File: src/rtl/clk_div_pkg.sv
`default_nettype none
// ============================================================================
//  Module      : clk_div_pkg
//  Description : Shared constants, types and helpers for the clk_div_bank
//                divider bank and its per-channel divider.
//  Revision    : 1.0 - initial synchronous release
// ============================================================================
package clk_div_pkg;

    // Divisor values with special meaning.
    // 0 parks the channel; 1 passes every cycle through as a tick.
    localparam int DIV_DISABLED = 0;
    localparam int DIV_PASS     = 1;

    // Registered outputs of one channel, decoded from its next state.
    typedef struct packed {
        logic lvl;
        logic tick;
    } div_out_t;

    // Channel-select width: at least one bit, even for a single channel.
    function automatic int ch_width(input int n);
        return (n <= 1) ? 1 : $clog2(n);
    endfunction

endpackage
`default_nettype wire

File: src/rtl/clk_div_chan.sv
`default_nettype none
// ============================================================================
//  Module      : clk_div_chan
//  Description : One programmable integer divider. Produces a near-50% level
//                and a one-cycle tick per period. New divisors are held
//                pending and only take effect on a period boundary, when the
//                channel is disabled/pass-through, or on a phase-align pulse.
//  Revision    : 1.0 - initial synchronous release
// ============================================================================
module clk_div_chan
    import clk_div_pkg::*;
#(
    parameter int CNT_W       = 16,
    parameter int DEFAULT_DIV = 2
) (
    input  logic             clk,
    input  logic             rst,
    input  logic             i_sync,
    input  logic             i_restart,
    input  logic             i_we,
    input  logic [CNT_W-1:0] i_div,
    output logic             o_pending,
    output logic             o_div,
    output logic             o_tick
);

    localparam logic [CNT_W-1:0] C_ZERO     = '0;
    localparam logic [CNT_W-1:0] C_ONE      = CNT_W'(1);
    localparam logic [CNT_W-1:0] C_DISABLED = CNT_W'(DIV_DISABLED);
    localparam logic [CNT_W-1:0] C_PASS     = CNT_W'(DIV_PASS);
    localparam logic [CNT_W-1:0] C_DEFAULT  = CNT_W'(DEFAULT_DIV);

    logic [CNT_W-1:0] r_d;
    logic [CNT_W-1:0] r_cnt;
    logic [CNT_W-1:0] r_pend_div;
    logic             r_pend;
    logic             r_div;
    logic             r_tick;

    logic [CNT_W-1:0] w_d_nxt;
    logic [CNT_W-1:0] w_cnt_nxt;
    logic [CNT_W-1:0] w_pend_div_nxt;
    logic             w_pend_nxt;
    logic             w_wrap;
    logic             w_apply;
    div_out_t         w_out;

    // Level/tick for a given count and divisor. The half-period threshold is
    // formed one bit wider so D = all-ones does not wrap when rounded up.
    function automatic div_out_t decode(input logic [CNT_W-1:0] cnt,
                                        input logic [CNT_W-1:0] d);
        logic [CNT_W:0] half;
        div_out_t       res;
        half = ({1'b0, d} + {C_ZERO, 1'b1}) >> 1;
        res  = '0;
        if (d == C_DISABLED) begin
            res.lvl  = 1'b0;
            res.tick = 1'b0;
        end else if (d == C_PASS) begin
            res.lvl  = 1'b1;
            res.tick = 1'b1;
        end else begin
            res.lvl  = ({1'b0, cnt} < half);
            res.tick = (cnt == (d - C_ONE));
        end
        return res;
    endfunction

    // Next-state: apply point, divisor/pending update, counter advance and
    // output decode of the state the counter is about to enter.
    always_comb begin
        w_wrap         = (r_d > C_PASS) && (r_cnt == (r_d - C_ONE));
        w_apply        = w_wrap || (r_d <= C_PASS) || i_sync;
        w_d_nxt        = r_d;
        w_pend_div_nxt = r_pend_div;
        w_pend_nxt     = r_pend;
        if (w_apply) begin
            // A write landing on an apply edge bypasses the pending register.
            if (i_we) begin
                w_d_nxt = i_div;
            end else if (r_pend) begin
                w_d_nxt = r_pend_div;
            end
            w_pend_nxt = 1'b0;
        end else if (i_we) begin
            // Last write before the apply edge wins.
            w_pend_div_nxt = i_div;
            w_pend_nxt     = 1'b1;
        end
        // The first edge after reset parks the counter at 0 so the first
        // visible cycle starts a fresh period.
        w_cnt_nxt = (w_apply || i_restart) ? C_ZERO : (r_cnt + C_ONE);
        w_out     = decode(w_cnt_nxt, w_d_nxt);
    end

    // Channel state and glitch-free registered outputs.
    always_ff @(posedge clk) begin
        if (rst) begin
            r_d        <= C_DEFAULT;
            r_cnt      <= C_ZERO;
            r_pend_div <= C_ZERO;
            r_pend     <= 1'b0;
            r_div      <= 1'b0;
            r_tick     <= 1'b0;
        end else begin
            r_d        <= w_d_nxt;
            r_cnt      <= w_cnt_nxt;
            r_pend_div <= w_pend_div_nxt;
            r_pend     <= w_pend_nxt;
            r_div      <= w_out.lvl;
            r_tick     <= w_out.tick;
        end
    end

    assign o_pending = r_pend;
    assign o_div     = r_div;
    assign o_tick    = r_tick;

endmodule
`default_nettype wire

File: src/rtl/clk_div_bank.sv
`default_nettype none
// ============================================================================
//  Module      : clk_div_bank
//  Description : Fully synchronous divider bank. A free-running tap counter
//                provides power-of-two levels; NUM_CH programmable channels
//                provide divided levels and tick strobes. All outputs are
//                enables for logic running on clk, never clocks themselves.
//  Revision    : 1.0 - initial synchronous release
// ============================================================================
module clk_div_bank
    import clk_div_pkg::*;
#(
    parameter  int NUM_CH      = 4,
    parameter  int CNT_W       = 16,
    parameter  int TAPS        = 6,
    parameter  int DEFAULT_DIV = 2,
    localparam int CH_W        = ch_width(NUM_CH)
) (
    input  logic              clk,
    input  logic              reset,
    input  logic              sync_i,
    input  logic              cfg_we,
    input  logic [CH_W-1:0]   cfg_ch,
    input  logic [CNT_W-1:0]  cfg_div,
    output logic [NUM_CH-1:0] cfg_pending_o,
    output logic [TAPS-1:0]   tap_o,
    output logic [NUM_CH-1:0] div_o,
    output logic [NUM_CH-1:0] tick_o
);

    localparam logic [TAPS-1:0] C_TAP_ONE = TAPS'(1);

    logic [TAPS-1:0]   r_tap;
    logic              r_run;
    logic              w_addr_ok;
    logic [NUM_CH-1:0] w_we;

    // Tap counter: free-running, realigned by sync_i.
    always_ff @(posedge clk) begin
        if (reset) begin
            r_tap <= '0;
        end else if (sync_i) begin
            r_tap <= '0;
        end else begin
            r_tap <= r_tap + C_TAP_ONE;
        end
    end

    // Marks the first edge after reset so channels restart at count 0.
    always_ff @(posedge clk) begin
        if (reset) begin
            r_run <= 1'b0;
        end else begin
            r_run <= 1'b1;
        end
    end

    // Writes to channel numbers beyond the bank are dropped.
    always_comb begin
        w_addr_ok = ({1'b0, cfg_ch} < (CH_W + 1)'(NUM_CH));
    end

    for (genvar c = 0; c < NUM_CH; c++) begin : g_chan
        assign w_we[c] = cfg_we && w_addr_ok && (cfg_ch == CH_W'(c));

        clk_div_chan #(
            .CNT_W       (CNT_W),
            .DEFAULT_DIV (DEFAULT_DIV)
        ) u_chan (
            .clk       (clk),
            .rst       (reset),
            .i_sync    (sync_i),
            .i_restart (~r_run),
            .i_we      (w_we[c]),
            .i_div     (cfg_div),
            .o_pending (cfg_pending_o[c]),
            .o_div     (div_o[c]),
            .o_tick    (tick_o[c])
        );
    end

    assign tap_o = r_tap;

endmodule
`default_nettype wire

File: config.mk
export PLATFORM = sky130hd
export DESIGN_NAME = clk_div_bank
export DESIGN_NICKNAME = d
export VERILOG_FILES = /design/src/rtl/clk_div_pkg.sv /design/src/rtl/clk_div_chan.sv /design/src/rtl/clk_div_bank.sv
export SDC_FILE = /design/constraint.sdc
export NUM_CORES = 1
export LEC_CHECK = 0
export BUFFER_PORTS_ARGS = -buffer_cell sky130_fd_sc_hd__buf_2
export CORE_MARGIN = 2
export CORE_UTILIZATION = 54
export DETAILED_ROUTE_END_ITERATION = 10
export GPL_ROUTABILITY_DRIVEN = 0
export HOLD_SLACK_MARGIN = 0.15
export PLACE_DENSITY = 0.78
export SETUP_SLACK_MARGIN = 0.3
export SYNTH_ARGS = -nofsm -noshare
export SYNTH_HDL_FRONTEND = slang
export SYNTH_SLANG_ARGS = --single-unit
File: constraint.sdc
create_clock -name clk -period 7.6 [get_ports clk]
set_clock_uncertainty 0.15 [all_clocks]
set_input_delay 1.14 -clock clk [delete_from_list [all_inputs] [get_ports clk]]
set_output_delay 1.14 -clock clk [all_outputs]
set_load 0.02 [all_outputs]
Word-level counts from Yosys, hierarchy flattened. Cells that the tools add are included.

Memories kept: 0. Input port bits: 22. Word-level logic and storage cells: 134. Latch bits: 0. Output and inout port bits: 18. Bits in writable memories: 0. Memory bits (read-only): 0. Register bits: 211.

Reduce and logical (&&, ||, !) cells: 38. $lt $le $gt $ge: 12. Add/sub/neg operators: 17. Equal/unequal tests: 15. $mul: 0. Bitwise operators: 5. Shift-type cells: 0. Muxes and demuxes: 21. Divide/modulo/power cells: 0.

Operators by type and width (count): $mux 16 (16); $eq 16x16->1 (8); $sub 16x1->16 const B (8); $add 16x1->17 const B (4); $add 16x1->16 const B (4); $eq 16x1->1 const B (4); $gt 16x1->1 const B (4); $le 16x1->1 const B (4); $logic_not 16->1 (4); $lt 16x16->1 (4); $reduce_or 2->1 (9); $logic_or 1x1->1 (12); $logic_and 1x1->1 (8); $mux 2 (4); $reduce_and 2->1 (4); $add 6x1->6 const B (1); $not 1->1 (5); $eq 2x2->1 const B (2); $eq 2x1->1 const B (1); $logic_not 2->1 (1); $mux 1 (1).

Depth between registers and ports, before layout.
Depth in word-level cells: 9. Depth in mapped cells: 32. Depth with buffers taken out: 30.

Cells and area by module. Synthesis repeated with hierarchy kept, for this count alone.

Cell total of the unflattened synthesis: 2498. Area total of the unflattened synthesis: 19073.3 um^2.

Modules (own cells, without submodules): clk_div_chan at g_chan[1].u_chan ... (times used 2, cells each 621, area each 4717.0 um^2, seq. area each 1021.0 um^2); clk_div_chan at g_chan[3].u_chan (times used 1, cells each 621, area each 4777.1 um^2, seq. area each 1021.0 um^2); clk_div_chan at g_chan[0].u_chan (times used 1, cells each 603, area each 4578.1 um^2, seq. area each 1021.0 um^2); clk_div_bank (times used 1, cells each 32, area each 284.0 um^2, seq. area each 140.1 um^2).

Worst setup path after synthesis. Ideal clock, no wire load.

Path kind: register -> register. From: register g_chan[1].u_chan.r_d[6]. To: register g_chan[1].u_chan.r_div. Clock period less this slack: 5.576 ns. Setup time: 0.074 ns. Arrival time: 5.352 ns. Required time: 7.376 ns. Slack: 2.024 ns. Buffers on the path: 4. Stages on the path, launching flop included: 33. Path through: dfxtp_1 buf_2 or4_1 clkbuf_1 or3_1 clkbuf_1 nor4_2 mux2i_1 nor4_2 a21oi_2 buf_2 nor2_1 a21oi_1 inv_1 ha_1 nor2b_1 nand2_1 o31ai_1 o21ai_0 nor2_1 a21oi_1 ha_1 a21oi_1 nor2b_1 o21ai_0 nand2b_1 a21oi_1 nor2b_1 o21ai_0 nand2b_1 a211oi_1 o21ai_0 o21ai_0.

Cells in the longest elaborated chain, start to end: 9. Elaborated cells on any way between the ends: 18. Those cells by class: add/sub (2); order compare (3); eq/ne (2); mux (5); reduce/logical (6).

Ends and longest elaborated chain: from (decl) (line clk_div_chan.sv:33) `logic [CNT_W-1:0] r_d;`; from (signal assigned) (line clk_div_chan.sv:106) `r_d <= w_d_nxt;`; $sub 16x1->16 (line clk_div_chan.sv:72) `w_wrap = (r_d > C_PASS) && (r_cnt == (r_d - C_ONE));`; $eq 16x16->1 (line clk_div_chan.sv:72); $logic_and 1x1->1 (line clk_div_chan.sv:72); $logic_or 1x1->1 * (2 in series) (line clk_div_chan.sv:73) `w_apply = w_wrap || (r_d <= C_PASS) || i_sync;`; $mux 16 * (line clk_div_chan.sv:77) `if (w_apply) begin`; named net g_chan[1].u_chan.w_d_nxt[0] (line clk_div_chan.sv:40) `logic [CNT_W-1:0] w_d_nxt;`; $add 16x1->17 (line clk_div_chan.sv:54) `half = ({1'b0, d} + {C_ZERO, 1'b1}) >> 1;`; $lt 16x16->1 (line clk_div_chan.sv:63) `res.lvl = ({1'b0, cnt} < half);`; $mux 2 (line clk_div_chan.sv:59) `end else if (d == C_PASS) begin`; to (signal assigned) (line clk_div_chan.sv:110) `r_div <= w_out.lvl;`; to (decl) (line clk_div_chan.sv:37) `logic r_div;`.

The timed path passes the listed nets; every way through them passes the cells marked *. A chain may end at the register's enable or synchronous reset.

Worst setup path after layout.
From: register g_chan[2].u_chan.r_d[0]. To: register g_chan[2].u_chan.r_div.

Cells in the longest elaborated chain, start to end: 9. Elaborated cells on any way between the ends: 18. Those cells by class: add/sub (2); order compare (3); eq/ne (2); mux (5); reduce/logical (6).

Ends and longest elaborated chain (line): from (decl) (clk_div_chan.sv:33); from (signal assigned) (clk_div_chan.sv:106); $sub 16x1->16 (clk_div_chan.sv:72); $eq 16x16->1 (clk_div_chan.sv:72); $logic_and 1x1->1 (clk_div_chan.sv:72); $logic_or 1x1->1 (2 in series) (clk_div_chan.sv:73); $mux 16 or $logic_or 1x1->1 (tied branches) (clk_div_chan.sv:77, clk_div_chan.sv:92); $add 16x1->17 or $mux 16 (tied branches) (clk_div_chan.sv:54, clk_div_chan.sv:92); $lt 16x16->1 (clk_div_chan.sv:63); $mux 2 (clk_div_chan.sv:59); to (signal assigned) (clk_div_chan.sv:110); to (decl) (clk_div_chan.sv:37).

Several ways; a longest one is shown, not always the timed one.

==> reports/metrics.yaml <==
synth_ff_type: "dfxtp_1"
tightest_slew_ns: 1.09
vias: 17300
synth-seq-area-share: 0.238
dp_hpwl_um: 38500
cp-start-kind: "register"
period_share: 0.872
viasPerCell: 6.40
pwr-share-seq: 0.373
r2r-end: "g_chan[2].u_chan.o_div"
cts_hold_buf: 0
slew_headroom: 0.271
r2r_start: "g_chan[2].u_chan.r_d[0]"
clock_sinks: 211
timing.fmax_mhz: 151
clkPwrFrac: 0.407
setup_slack_ns: 0.973
r2r_slack_ns: 0.97
clock_latency_ns: 0.55
cp.required_ns: 7.89
clk_pin_slew_ns: 0.06
num_rows: 66
period_needed_ns: 6.63
critPathKind: "reg -> reg"
cts_made_buffers: 25
grt_antenna_before_repair: 0
place_area_mm2: 0.0179
wl_um: 52400
diodes: 0
grtUsageTotal: 0.302
ys_types: 112
max-vdd-ir-drop_mv: 0.170
pre_cts_slack_ns: 1.04
end_kind: "register"
die_area_mm2: 0.0343
syn_area_mm2: 0.0178
post_cts_buffers: 0
timing.hold.ws_ns: 0.320
port_buffers: 39
critPathMaxFanout: 19
routedWlPerCell_um: 19.4
mostFrequentLayoutCell: "nor2_1"
grt_overflow: 0
antenna_left: 0
switchingPower_w: 0.000991
hold_violations: 0
hp-start: "tap_o[0]"
firstDrtPassIters: 7
htree_levels: 1
boundaryPins: 40
core-area_mm2: 0.0325
p_sw_frac: 0.313
worst_ep_arrival_time_ns: 6.92
synth_nets: 2430
tritoncts: "done"
cts_root_buf: "clkbuf_16"
multi_input_area_mm2: 0.0126
grt_pass1_vias: 16300
async_reset_ff_frac: 0
status: "finished clean"
ys_seq_elements: 211
drc: 0
powerDensity_mw_per_mm2: 168
leakage_nw: 7.23
hold_path_depth: 1
setup_viol: 0
ys_warn_count: 0
drv_cap: 0
postSynthAreaPerCell_um2: 7.64
syn_to_final_growth_pct: 6.05
synth_edf_count: 0
initial_core_util: 0.547
grt_start_max_net_pins: 82
p_comb_frac: 0.220
finalMaxSlewViolations: 0
seqCellArea_mm2: 0.00422
p_int_w: 0.00218
final_cell_mix: "358 x nor2_1, 211 x dfxtp_1, 147 x xnor2_1"
fin_tns_setup_ns: 0
netlist_instances: 2323
rsz0062_at_grt: "false"
nFillCells: 2976
drt_iter0_markers: 1780
design_area_mm2: 0.0188
die_w_um: 185
ff2ff_path_depth: 24
worstHoldPathType: "reg -> reg"
grt_first_pass_wirelength_um: 84300
layout.nets: 2352
final_layout_size_suffix_gt1_frac: 0.0835
max-clock-path-buffers: 3
whs_endpoint: "tap_o[0]"
die_y_um: 185
[kinds of logic (layout without fill, tap and decap cells)]
group	count (synthesis)	count (layout)	synth area share
AND/OR/NAND/NOR	1005	1005	0.289
adder cells (fa/ha/maj)	85	85	0.0599
XOR/XNOR	249	249	0.123
multiplexers	113	113	0.0641
flip-flops	211	211	0.238
AO/OA/AOI/OAI	441	442	0.175
buffers and inverters	219	158	0.0522
[flip-flops by register name, indices dropped and copies added (netlist names)]
| name | flops |
|---|---|
| g_chan.u_chan.r_cnt | 64 |
| g_chan.u_chan.r_d | 64 |
| g_chan.u_chan.r_pend_div | 64 |
| tap_o | 6 |
| g_chan.u_chan.o_div | 4 |
| g_chan.u_chan.o_pending | 4 |
| g_chan.u_chan.o_tick | 4 |
| r_run | 1 |
[stage by stage]
| step | util | power (W) | std cells |
|---|---|---|---|
| after detailed placement | 0.553 | 0.00187 | 2659 |
| after CTS | 0.580 | 0.00316 | 2704 |
| after global routing | 0.580 | 0.00328 | 2705 |
| final | 0.580 | 0.00317 | 2705 |
| after global placement | 0.553 | 0.00186 | 2659 |
| after floorplan | - | 0.00172 | 2323 |
[power by group through the flow]
| stage | clock (W) | sequential, W | combinational (W) |
|---|---|---|---|
| 2_1_floorplan | 0 | 0.00117 | 0.000543 |
| 3_3_place_gp | 0 | 0.00120 | 0.000652 |
| 3_5_place_dp | 0 | 0.00120 | 0.000669 |
| 4_1_cts | 0.00131 | 0.00118 | 0.000673 |
| 5_1_grt | 0.00134 | 0.00119 | 0.000752 |
| 6_report | 0.00129 | 0.00118 | 0.000696 |
[timing repair]
| item | 4_1_cts | 5_1_grt |
|---|---|---|
| endpoints found under the hold margin | 0 | 0 |
| endpoints found under the setup margin | 0 | 1 |
| resized for setup | 0 | 1 |
[synthesized netlist by cell type (all sizes together), types with 41 or more instances]
master	instances	share of area
a21oi	107	0.032
nor4	41	0.018
dfxtp	211	0.24
nor2	360	0.077
nand3	83	0.024
mux2i	108	0.061
inv	56	0.012
ha	85	0.060
xnor2	147	0.073
nand2	132	0.028
xor2	102	0.050
nor3	103	0.030
buf	53	0.017
o21ai	95	0.028
clkbuf	110	0.023
[worst max-delay path: stages, from the launching register on]
cell and delay, ns:
dfxtp_1 0.39, inv_1 0.09, ha_1 0.23, or3b_2 0.51, a2111oi_0 0.42, a21oi_1 0.08
a2111oi_1 0.54, nand3_2 0.26, and2_1 0.46, o32ai_1 0.55, nand2_1 0.15, nor3b_2 0.37
nand4_1 0.23, nor3_1 0.33, xnor2_1 0.18, ha_1 0.28, o21ai_0 0.09, nand2b_1 0.08
a21oi_1 0.14, nor2b_1 0.05, o21ai_0 0.15, nand2b_1 0.08, a221oi_1 0.23, o21ai_0 0.14
a221oi_1 0.32
[per-layer routing]
metal	part of all wire	track usage	up-vias
met3	0.088	0.0478	169
met1	0.42	0.398	8178
met5	0	0	-
met2	0.45	0.486	845
li1	-	-	8123
met4	0.046	0.133	0
[final cells by class]
cell class,instances,area share
Multi-Input combinational cell,1894,0.671
Tap cell,442,0.0294
Inverter,56,0.0112
Sequential cell,211,0.224
Clock buffer,33,0.0375
Timing Repair Buffer,57,0.0179
Clock inverter,12,0.00904
[how the worst max path moves through the flow]
stage,start,endpoint,slack (ns),cells past startpoint
final,g_chan[2].u_chan.r_d[0],g_chan[2].u_chan.o_div,0.97,24
after global routing,g_chan[2].u_chan.r_d[0],g_chan[2].u_chan.o_div,0.42,24
after CTS,g_chan[1].u_chan.r_d[0],g_chan[1].u_chan.o_div,1.02,29
after detailed placement,g_chan[1].u_chan.r_d[0],g_chan[1].u_chan.o_div,1.04,29
after global placement,g_chan[1].u_chan.r_d[0],g_chan[1].u_chan.o_div,1.35,29
after floorplan,g_chan[1].u_chan.r_d[6],g_chan[1].u_chan.o_div,2.02,32
Power figures use the tool's default switching activity.
